**config.mk**
```make
export PLATFORM = sky130hd
export DESIGN_NAME = spaceship_collision_collector
export DESIGN_NICKNAME = d
export VERILOG_FILES = /design/src/rtl/spaceship_collision_collector.sv
export SDC_FILE = /design/constraint.sdc
export NUM_CORES = 1
export LEC_CHECK = 0
export ABC_CLOCK_PERIOD_IN_PS = 3800
export CORE_ASPECT_RATIO = 1.1
export CORE_UTILIZATION = 40
export DETAILED_ROUTE_END_ITERATION = 8
export GPL_TIMING_DRIVEN = 0
export PLACE_DENSITY = 0.7
export RECOVER_POWER = 100
export SLEW_MARGIN = 15
export SYNTH_ARGS = -nofsm -noshare
export SYNTH_HDL_FRONTEND = slang
export SYNTH_SLANG_ARGS = --single-unit
```
**constraint.sdc**
```tcl
create_clock -name clk -period 3.8 [get_ports clk]
set_clock_uncertainty 0.2 [all_clocks]
set_input_delay 0.76 -clock clk [delete_from_list [all_inputs] [get_ports clk]]
set_output_delay 0.76 -clock clk [all_outputs]
set_load 0.005 [all_outputs]
```
**src/rtl/spaceship_collision_collector.sv**
```systemverilog
// spaceship_collision_collector: accumulates per-frame object overlaps and reports them as
// one-cycle pulses at each frame boundary, with post-hit cooldown and a saturating hit counter.
module spaceship_collision_collector #(
    parameter int COOLDOWN_FRAMES = 60,
    parameter int COUNT_W = 8
) (
    input  logic               clk,
    input  logic               reset,
    input  logic               startOfFrame,
    input  logic               spaceshipDR,
    input  logic [3:0]         spaceshipHitEdge,
    input  logic               alienDR,
    input  logic               shotDR,
    input  logic               borderDR,
    input  logic               clearCount,
    output logic               shipHit,
    output logic               shotHitAlien,
    output logic               shipHitBorder,
    output logic [3:0]         edgeCode,
    output logic               invulnerable,
    output logic [COUNT_W-1:0] hitCount
);
    localparam int CD_W = COOLDOWN_FRAMES > 0 ? $clog2(COOLDOWN_FRAMES + 1) : 1;

    typedef enum logic {ARMED, COOLDOWN} state_t;

    state_t          state;
    logic [CD_W-1:0] cd_cnt;
    logic            acc_sa, acc_xa, acc_sb;
    logic [3:0]      acc_edge;
    logic            sa, xa, sb;
    logic [3:0]      cur_edge;
    logic            report_hit;

    assign sa         = spaceshipDR & alienDR;
    assign xa         = shotDR & alienDR;
    assign sb         = spaceshipDR & borderDR;
    assign cur_edge   = sb ? spaceshipHitEdge : 4'h0;
    assign report_hit = startOfFrame & acc_sa & (state == ARMED);

    // Overlaps coincident with startOfFrame seed the new frame rather than the reported one.
    always_ff @(posedge clk or posedge reset) begin
        if (reset) begin
            shipHit       <= 1'b0;
            shotHitAlien  <= 1'b0;
            shipHitBorder <= 1'b0;
            edgeCode      <= 4'h0;
            acc_sa        <= 1'b0;
            acc_xa        <= 1'b0;
            acc_sb        <= 1'b0;
            acc_edge      <= 4'h0;
        end else begin
            shipHit       <= report_hit;
            shotHitAlien  <= startOfFrame & acc_xa;
            shipHitBorder <= startOfFrame & acc_sb;
            if (startOfFrame) begin
                edgeCode <= acc_edge;
                acc_sa   <= sa;
                acc_xa   <= xa;
                acc_sb   <= sb;
                acc_edge <= cur_edge;
            end else begin
                acc_sa   <= acc_sa | sa;
                acc_xa   <= acc_xa | xa;
                acc_sb   <= acc_sb | sb;
                acc_edge <= acc_edge | cur_edge;
            end
        end
    end

    always_ff @(posedge clk or posedge reset) begin
        if (reset) begin
            state        <= ARMED;
            cd_cnt       <= '0;
            invulnerable <= 1'b0;
        end else if (startOfFrame) begin
            if (state == ARMED) begin
                if (acc_sa && COOLDOWN_FRAMES > 0) begin
                    state        <= COOLDOWN;
                    cd_cnt       <= CD_W'(COOLDOWN_FRAMES);
                    invulnerable <= 1'b1;
                end
            end else if (cd_cnt == CD_W'(1)) begin
                state        <= ARMED;
                invulnerable <= 1'b0;
            end else begin
                cd_cnt <= cd_cnt - CD_W'(1);
            end
        end
    end

    always_ff @(posedge clk or posedge reset) begin
        if (reset)
            hitCount <= '0;
        else if (clearCount)
            hitCount <= '0;
        else if (shipHit && hitCount != '1)
            hitCount <= hitCount + COUNT_W'(1);
    end
endmodule
```
== After elaboration in Yosys (flattened, before gate mapping) ==
Cells that the tools add are included.

* Add/subtract/negate cells: 2
* Eq/ne operators: 4
* Multiplexer cells: 16
* Bitwise gates (word level): 12
* Reductions and logical operators: 5

{| class="wikitable"
|+ Operator list
! kind !! count
|-
| two-way mux 6 bit || 3
|-
| two-way mux 8 bit || 2
|-
| two-way mux 1 bit || 9
|-
| adder 8 x 1 -> 8 bit, second input constant || 1
|-
| two-way mux 4 bit || 2
|-
| inequality test 8 bit, second input constant || 1
|-
| AND 1 bit || 7
|-
| equality test 6 x 1 -> 1 bit, second input constant || 1
|-
| AND reduction 3 bit || 2
|-
| subtractor 6 x 1 -> 6 bit, second input constant || 1
|-
| OR 4 bit || 1
|-
| nonzero test 2 bit || 2
|-
| OR 1 bit || 3
|-
| inequality test 2 x 1 -> 1 bit, second input constant || 1
|-
| inequality test 2 bit, second input constant || 1
|-
| logical AND 1 bit || 1
|-
| inverter 1 bit || 1
|}

* Register bits: 30
* Input port bits: 12
* Output and inout bits: 16

== Logic depth before layout (Yosys ltp) ==
Gate-level depths: netlist (run 1).

* Depth in word-level cells: 4
* Mapped depth: 5
* Depth with buffers taken out: 5

== Least setup slack after synthesis (run 1) ==
No wires, ideal clock.

* Kind: reg-to-reg
* Start: reg hitCount[0]
* End: reg hitCount[0]
* Library setup time: 0.125 ns
* Arrival: 1.379 ns
* Required time: 3.475 ns
* Path slack: 2.096 ns
* Cell stages (with the launch flop): 5
* Path buffers: 0
* Cells stage by stage: dfrtp_1 -> ha_1 -> and4_1 -> a21boi_2 -> mux2_2

* Longest elaborated chain between the ends: 3

{| class="wikitable"
|+ Ends and longest elaborated chain
! element !! RTL line !! RTL
|-
| from (decl) || 21 || <nowiki>output logic [COUNT_W-1:0] hitCount</nowiki>
|-
| from (signal assigned) || 98 || <nowiki>hitCount <= hitCount + COUNT_W'(1);</nowiki>
|-
| adder 8 x 1 -> 8 bit or inequality test 8 bit (tied branches) || 98, 97 ||
|-
| two-way mux 8 bit or logical AND 1 bit (tied branches) || 97 || <nowiki>else if (shipHit && hitCount != '1)</nowiki>
|-
| two-way mux 8 bit or nonzero test 2 bit (tied branches) || -- ||
|}

Parallel ways exist; a longest one is shown, timed or not. The select of a mux whose other input is x is not followed.
A chain may end at the register's enable or synchronous reset.

== Final worst setup path (run 1) ==
* Start: in startOfFrame
* End: reg cd_cnt[4]

* Longest elaborated chain between the ends: 1

{| class="wikitable"
|+ Ends and longest elaborated chain
! element !! RTL line !! RTL
|-
| from (decl) || 9 || <nowiki>input logic startOfFrame,</nowiki>
|-
| AND reduction 3 bit (no line) || -- ||
|-
| to (signal assigned) || 80 || <nowiki>cd_cnt <= CD_W'(COOLDOWN_FRAMES);</nowiki>
|-
| to (signal assigned) || 87 || <nowiki>cd_cnt <= cd_cnt - CD_W'(1);</nowiki>
|-
| to (decl) || 28 || <nowiki>logic [CD_W-1:0] cd_cnt;</nowiki>
|}

No other way between the ends.

==> results of run 1 <==
-- sequential cells by signal (all words and copies together), names as in the netlist --
name and flops:
shipHitBorder 1, acc_edge 4, acc_sb 1, invulnerable 1, acc_sa 1, shotHitAlien 1
shipHit 1, cd_cnt 6, acc_xa 1, state 1, edgeCode 4, hitCount 8
-- path summary, 6_finish.rpt --
path / cells after the start / end / from
max in group asynchronous: 2 / cd_cnt[4]$_DFFE_PP0P_ / reset
setup / recovery: 5 / cd_cnt[4]$_DFFE_PP0P_ / startOfFrame
min in group asynchronous: 2 / edgeCode[2]$_DFFE_PP0P_ / reset
hold / removal: 1 / shipHitBorder$_DFF_PP0_ / acc_sb$_DFF_PP0_
hold reg to reg: 1 / shipHitBorder$_DFF_PP0_ / acc_sb$_DFF_PP0_
setup reg to reg: 4 / hitCount[0]$_DFFE_PP0P_ / hitCount[0]$_DFFE_PP0P_
-- Yosys cell counts, types with 2 or more instances --
cell type	instances	share of area, %
o21bai_1	3	1.6
nor3_1	3	1.0
dfrtp_1	30	52
inv_1	12	3.1
nand2b_1	3	1.3
clkbuf_1	2	0.52
nor4_1	2	0.87
nand4_1	2	0.87
buf_2	2	0.70
nor2b_1	4	1.7
a21oi_1	6	2.1
nand4b_1	2	1.2
or3_1	2	0.87
and2_1	2	0.87
a311oi_1	2	1.2
o21ai_0	9	3.1
o31ai_1	3	1.6
nand3_1	8	2.8
nor2_1	4	1.0
a31oi_1	3	1.3
and4_1	2	1.2
nand2_1	8	2.1
ha_1	3	2.6
mux2_2	6	4.7
-- per-layer routing --
metal	part of all wire (%)	wire, um
met5	0	0
met1	46	1350
met3	2.8	80
met2	49	1430
met4	1.8	53
-- cell type report --
| class | instances | share of cell area, % |
|---|---|---|
| Sequential cell | 30 | 41.0 |
| Multi-Input combinational cell | 93 | 34.1 |
| Timing Repair Buffer | 27 | 14.8 |
| Tap cell | 48 | 3.28 |
| Clock buffer | 6 | 2.80 |
| Inverter | 12 | 2.46 |
| Buffer | 4 | 0.889 |
| Clock inverter | 2 | 0.684 |
-- worst reg2reg max path, delay by kind of cell (launching register included) --
family	cells	cell delay [ns]
AOI/OAI and AO/OA	1	0.21
adders and majority gates	1	0.24
DFF	1	0.44
and+or+nand+nor	1	0.26
muxes	1	0.35
-- power groups by stage --
stage                     clock [mW]  combinational, mW  sequential (mW)
after floorplan                    0              0.165            0.420
after global placement             0              0.230            0.426
after detailed placement           0              0.238            0.430
after CTS                      0.211              0.238            0.424
after global routing           0.221              0.266            0.436
final                          0.205              0.233            0.423
-- metrics by stage --
stage,hold WS [ns],area [um^2]
after floorplan,0.258,1440
after global placement,0.270,1770
after detailed placement,0.277,1770
after CTS,0.299,1830
after global routing,0.337,1830
final,0.296,1830
-- cell families (layout without fill, tap and decap cells) --
| family | after synthesis | in the layout | synth area share (%) |
|---|---|---|---|
| compound gates | 34 | 34 | 15.6 |
| mux | 7 | 7 | 5.40 |
| buf+inv | 16 | 51 | 4.36 |
| flops | 30 | 30 | 52.3 |
| simple gates | 49 | 49 | 19.8 |
| fa+ha+maj | 3 | 3 | 2.61 |
==> out/results.ini, run 1 <==
[status]
status=completed

[floorplan]
die_x_um=59.1
core_um2=3390
initial_core_util_pct=42.4
die_height_um=64.9
rows=22
ios=28
die-area_um2=3830

[yosys]
yosysSeqAreaShare_pct=52.3
synth_flop_cell=dfrtp_1
netlist_area_um2=1440
synth_area_per_cell_um2=10.3
synth.ff_latch_count=30
async_flop_share_pct=100
syn_inst=139
yosys_warnings=0
synth_nets=154
ys_types=40
synth-edff-count=0

[finish]
multi_input_area_um2=623
layout.nets=188
final_common_cell=dfrtp_1
drive_above_1_share_pct=10.9
seqCellArea_um2=751
antennaDiodeCount=0
syn_to_final_growth_pct=27.4
final_cell_mix=30 x dfrtp_1, 19 x dlygate4sd3_1, 12 x inv_1, 9 x o21ai_0
fin_cells=222
fill_cells=313
fin_util_pct=54.0

[clock_network]
ctsHoldBuffers=0
cts_sinks=30
path_clk_slew_ns=0.09
worstSkewPairLatency_ns=0.34
clock-root-buffer=clkbuf_4
cts_resized=0
cts_tree=yes
cts_setup_buffers=0
htreeDepth=2
clock_path_buffers=2
numCtsBuffers=5

[grt]
use_met1_pct=21.4
use_met2_pct=29.8
grt_max_degree=31
overflow=0
grt_pass1_wl_mm=5.08
antenna_found_initial=0
grt_pass1_vias=1179
busiest_layer=met2
grtUsageMet3_pct=3.59
grt_use_total_pct=18.0

[sta]
fin_crit_sh_pct=63.1
maxSlewHeadroom_pct=26.9
fmax_mhz=417
worstMarginPinSlew_ns=1.10
setup_slack_ns=1.40
finalSetupViolCount=0
finalSetupTns_ns=0
fin_crit_ns=2.40
hold_viol=0
maxSlewViolCount=0
rsz0062_at_grt=false

[detailed_routing]
ant_nets=0
first_iter_violations=38
dr.pass1.iters=4
wl_per_cell_um=13.1
wl_mm=2.91
viasPerCell=5.17
vias=1148
drcViolationCount=0

[power_and_ir_drop]
swShare_pct=33.6
power_frac_clock_pct=23.8
power_mw=0.861
p_comb_share_pct=27.0
power.density_nw_per_um2=471
seq_power_share_pct=49.2
p_sw_mw=0.290
leakage_nw=0.821
p_int_mw=0.572
ir_worst_vdd_v=0.000250

[worst_setup_path]
critPathTopFamily=buffers and inverters
critPathArrivalTime_ns=2.41
path_cells=dlygate4sd3_1, clkbuf_1, nand3_1, o31ai_1, o21ai_0
required_ns=3.81
r2r_slack_ns=1.99
critPathLaunchType=input port
crit_path_end_kind=register
cp_max_fo=10
worst-path-buf-inv=2
timing.setup.critical_path_class=in -> reg
cp_slowest_cell=dlygate4sd3_1
cpPeakStageDelay_ns=0.60

[hold_path]
hold_path.class=reg -> reg

[placed_design]
dpl.hpwl_mm=2.15
placed_cells=214
finalWeightedCongestion=0.832
portBuffers=27
dp_slack_ns=1.40

[flow_run]
cap_viol_max_count=0

Power figures use the tool's default switching activity.
==> inputs of run 2 (changes only) <==
- ABC_CLOCK_PERIOD_IN_PS: 3800 -> 2200
- PLACE_DENSITY: 0.7 -> 0.73
- clock period: 3.8 -> 2.2 ns (I/O delays scaled with it)
==> out/results.ini, run 2 (synthesis results as in run 1) <==
[status]
status=completed

[finish]
syn_to_final_growth_pct=26.9
largest_reg_flops=8
top_regs=hitCount (8), cd_cnt (6)
fin_cells=222
final_common_cell=dfrtp_1
top_register=hitCount
antennaDiodeCount=0
layout.nets=188
final_cell_mix=30 x dfrtp_1, 18 x dlygate4sd3_1, 12 x inv_1, 9 x o21ai_0, 9 x clkdlybuf4s50_1
drive_above_1_share_pct=10.3
fill_cells=328

[hold_path]
hold-path-endpoint=edgeCode[1]$_DFFE_PP0P_
hold_path.class=reg -> reg
hold_path_startpoint=edgeCode[1]$_DFFE_PP0P_
min_delay_path_depth=1

[clock_network]
cts_setup_buffers=0
clock-root-buffer=clkbuf_4
cts_tree=yes
cts_resized=0
clock_path_buffers=2
ctsHoldBuffers=0
htreeDepth=2
cts_sinks=30
numCtsBuffers=5
path_clk_slew_ns=0.09
worstSkewPairLatency_ns=0.33

[placed_design]
dpl.hpwl_mm=2.07
finalWeightedCongestion=0.887
portBuffers=27
placed_cells=214

[grt]
grt_max_degree=31
grt_pass1_wl_mm=4.97
antenna_found_initial=0
grt_pass1_vias=1159
grt_use_total_pct=17.4
overflow=0

[worst_setup_path]
r2r_start=hitCount[0]$_DFFE_PP0P_
worst-path-buf-inv=1
path_depth=1
crit_path_end_kind=output port
r2r-end=hitCount[0]$_DFFE_PP0P_
critPathArrivalTime_ns=1.39
cp_slowest_cell=dlygate4sd3_1
critPathLaunchType=register
path_cells=dlygate4sd3_1
startpoint=hitCount[3]$_DFFE_PP0P_
cpPeakStageDelay_ns=0.60
timing.setup.critical_path_class=reg -> out
r2r_slack_ns=0.26
reg2reg_depth=4
critPathTopFamily=buffers and inverters
cp_max_fo=8
required_ns=1.56

[power_and_ir_drop]
power.density_nw_per_um2=807
leakage_nw=0.821
ir_worst_vdd_v=0.000594

[sta]
finalSetupTns_ns=0
finalSetupViolCount=0
fin_crit_ns=2.03
maxSlewViolCount=0
fmax_mhz=493
fin_crit_sh_pct=92.2
hold_viol=0
maxSlewHeadroom_pct=25.8
rsz0062_at_grt=false
worstMarginPinSlew_ns=1.11
hold_ws_ns=0.310

[detailed_routing]
wl_mm=2.85
viasPerCell=5.23
first_iter_violations=58
vias=1162
drcViolationCount=0
wl_per_cell_um=12.8
ant_nets=0
dr.pass1.iters=5

[floorplan]
die_x_um=59.1
die-area_um2=3830
ios=28
initial_core_util_pct=42.4
core_um2=3390
rows=22
die_height_um=64.9

[flow_run]
cap_viol_max_count=0

-- run 2: cell types whose count changed in the layout (fill, tap and decap cells not counted), sizes merged --
cell / before / now
clkdlybuf4s50: 8 / 9
dlygate4sd3: 19 / 18
buf: 1 / 2
clkinvlp: 1 / 0
-- run 2: routing by layer --
metal	track usage (%)	routed length, um
met1	21.7	1280
met5	0	0
met3	5.39	123
met4	8.33	67
met2	27.3	1380
-- run 2: layout make-up --
cell class	instances	area, um^2	area share, %
plain buffers	4	17.5	0.961
clock buffers	7	55.1	3.02
clock inverters	1	5.00	0.275
inverters	12	45.0	2.47
multi-input cells	93	619	34.0
flip-flops and latches	30	751	41.2
well taps	48	60.1	3.29
repair buffers	27	270	14.8
-- run 2: report_power, final --
part	total [mW]	internal, mW	switching [mW]
registers	0.736	0.641	0.0958
logic	0.399	0.192	0.207
clock network	0.335	0.155	0.181
-- run 2: worst max path at each step --
| stage | endpoint | slack, ns |
|---|---|---|
| 2_1_floorplan | hitCount[0]$_DFFE_PP0P_ | 0.50 |
| 3_3_place_gp | cd_cnt[4]$_DFFE_PP0P_ | 0.19 |
| 3_5_place_dp | cd_cnt[4]$_DFFE_PP0P_ | 0.14 |
| 4_1_cts | hitCount[3] | 0.22 |
| 5_1_grt | hitCount[0]$_DFFE_PP0P_ | 0.12 |
| 6_report | hitCount[3] | 0.17 |
-- run 2: metrics by stage --
step / utilization (%) / power (mW) / setup WS, ns / instance area, um^2
after floorplan: - / 1.01 / 0.496 / 1440
after CTS: 54.0 / 1.49 / 0.221 / 1830
final: 53.8 / 1.47 / 0.172 / 1820
after global placement: 52.2 / 1.13 / 0.190 / 1770
after global routing: 53.8 / 1.57 / 0.125 / 1820
after detailed placement: 52.2 / 1.15 / 0.137 / 1770
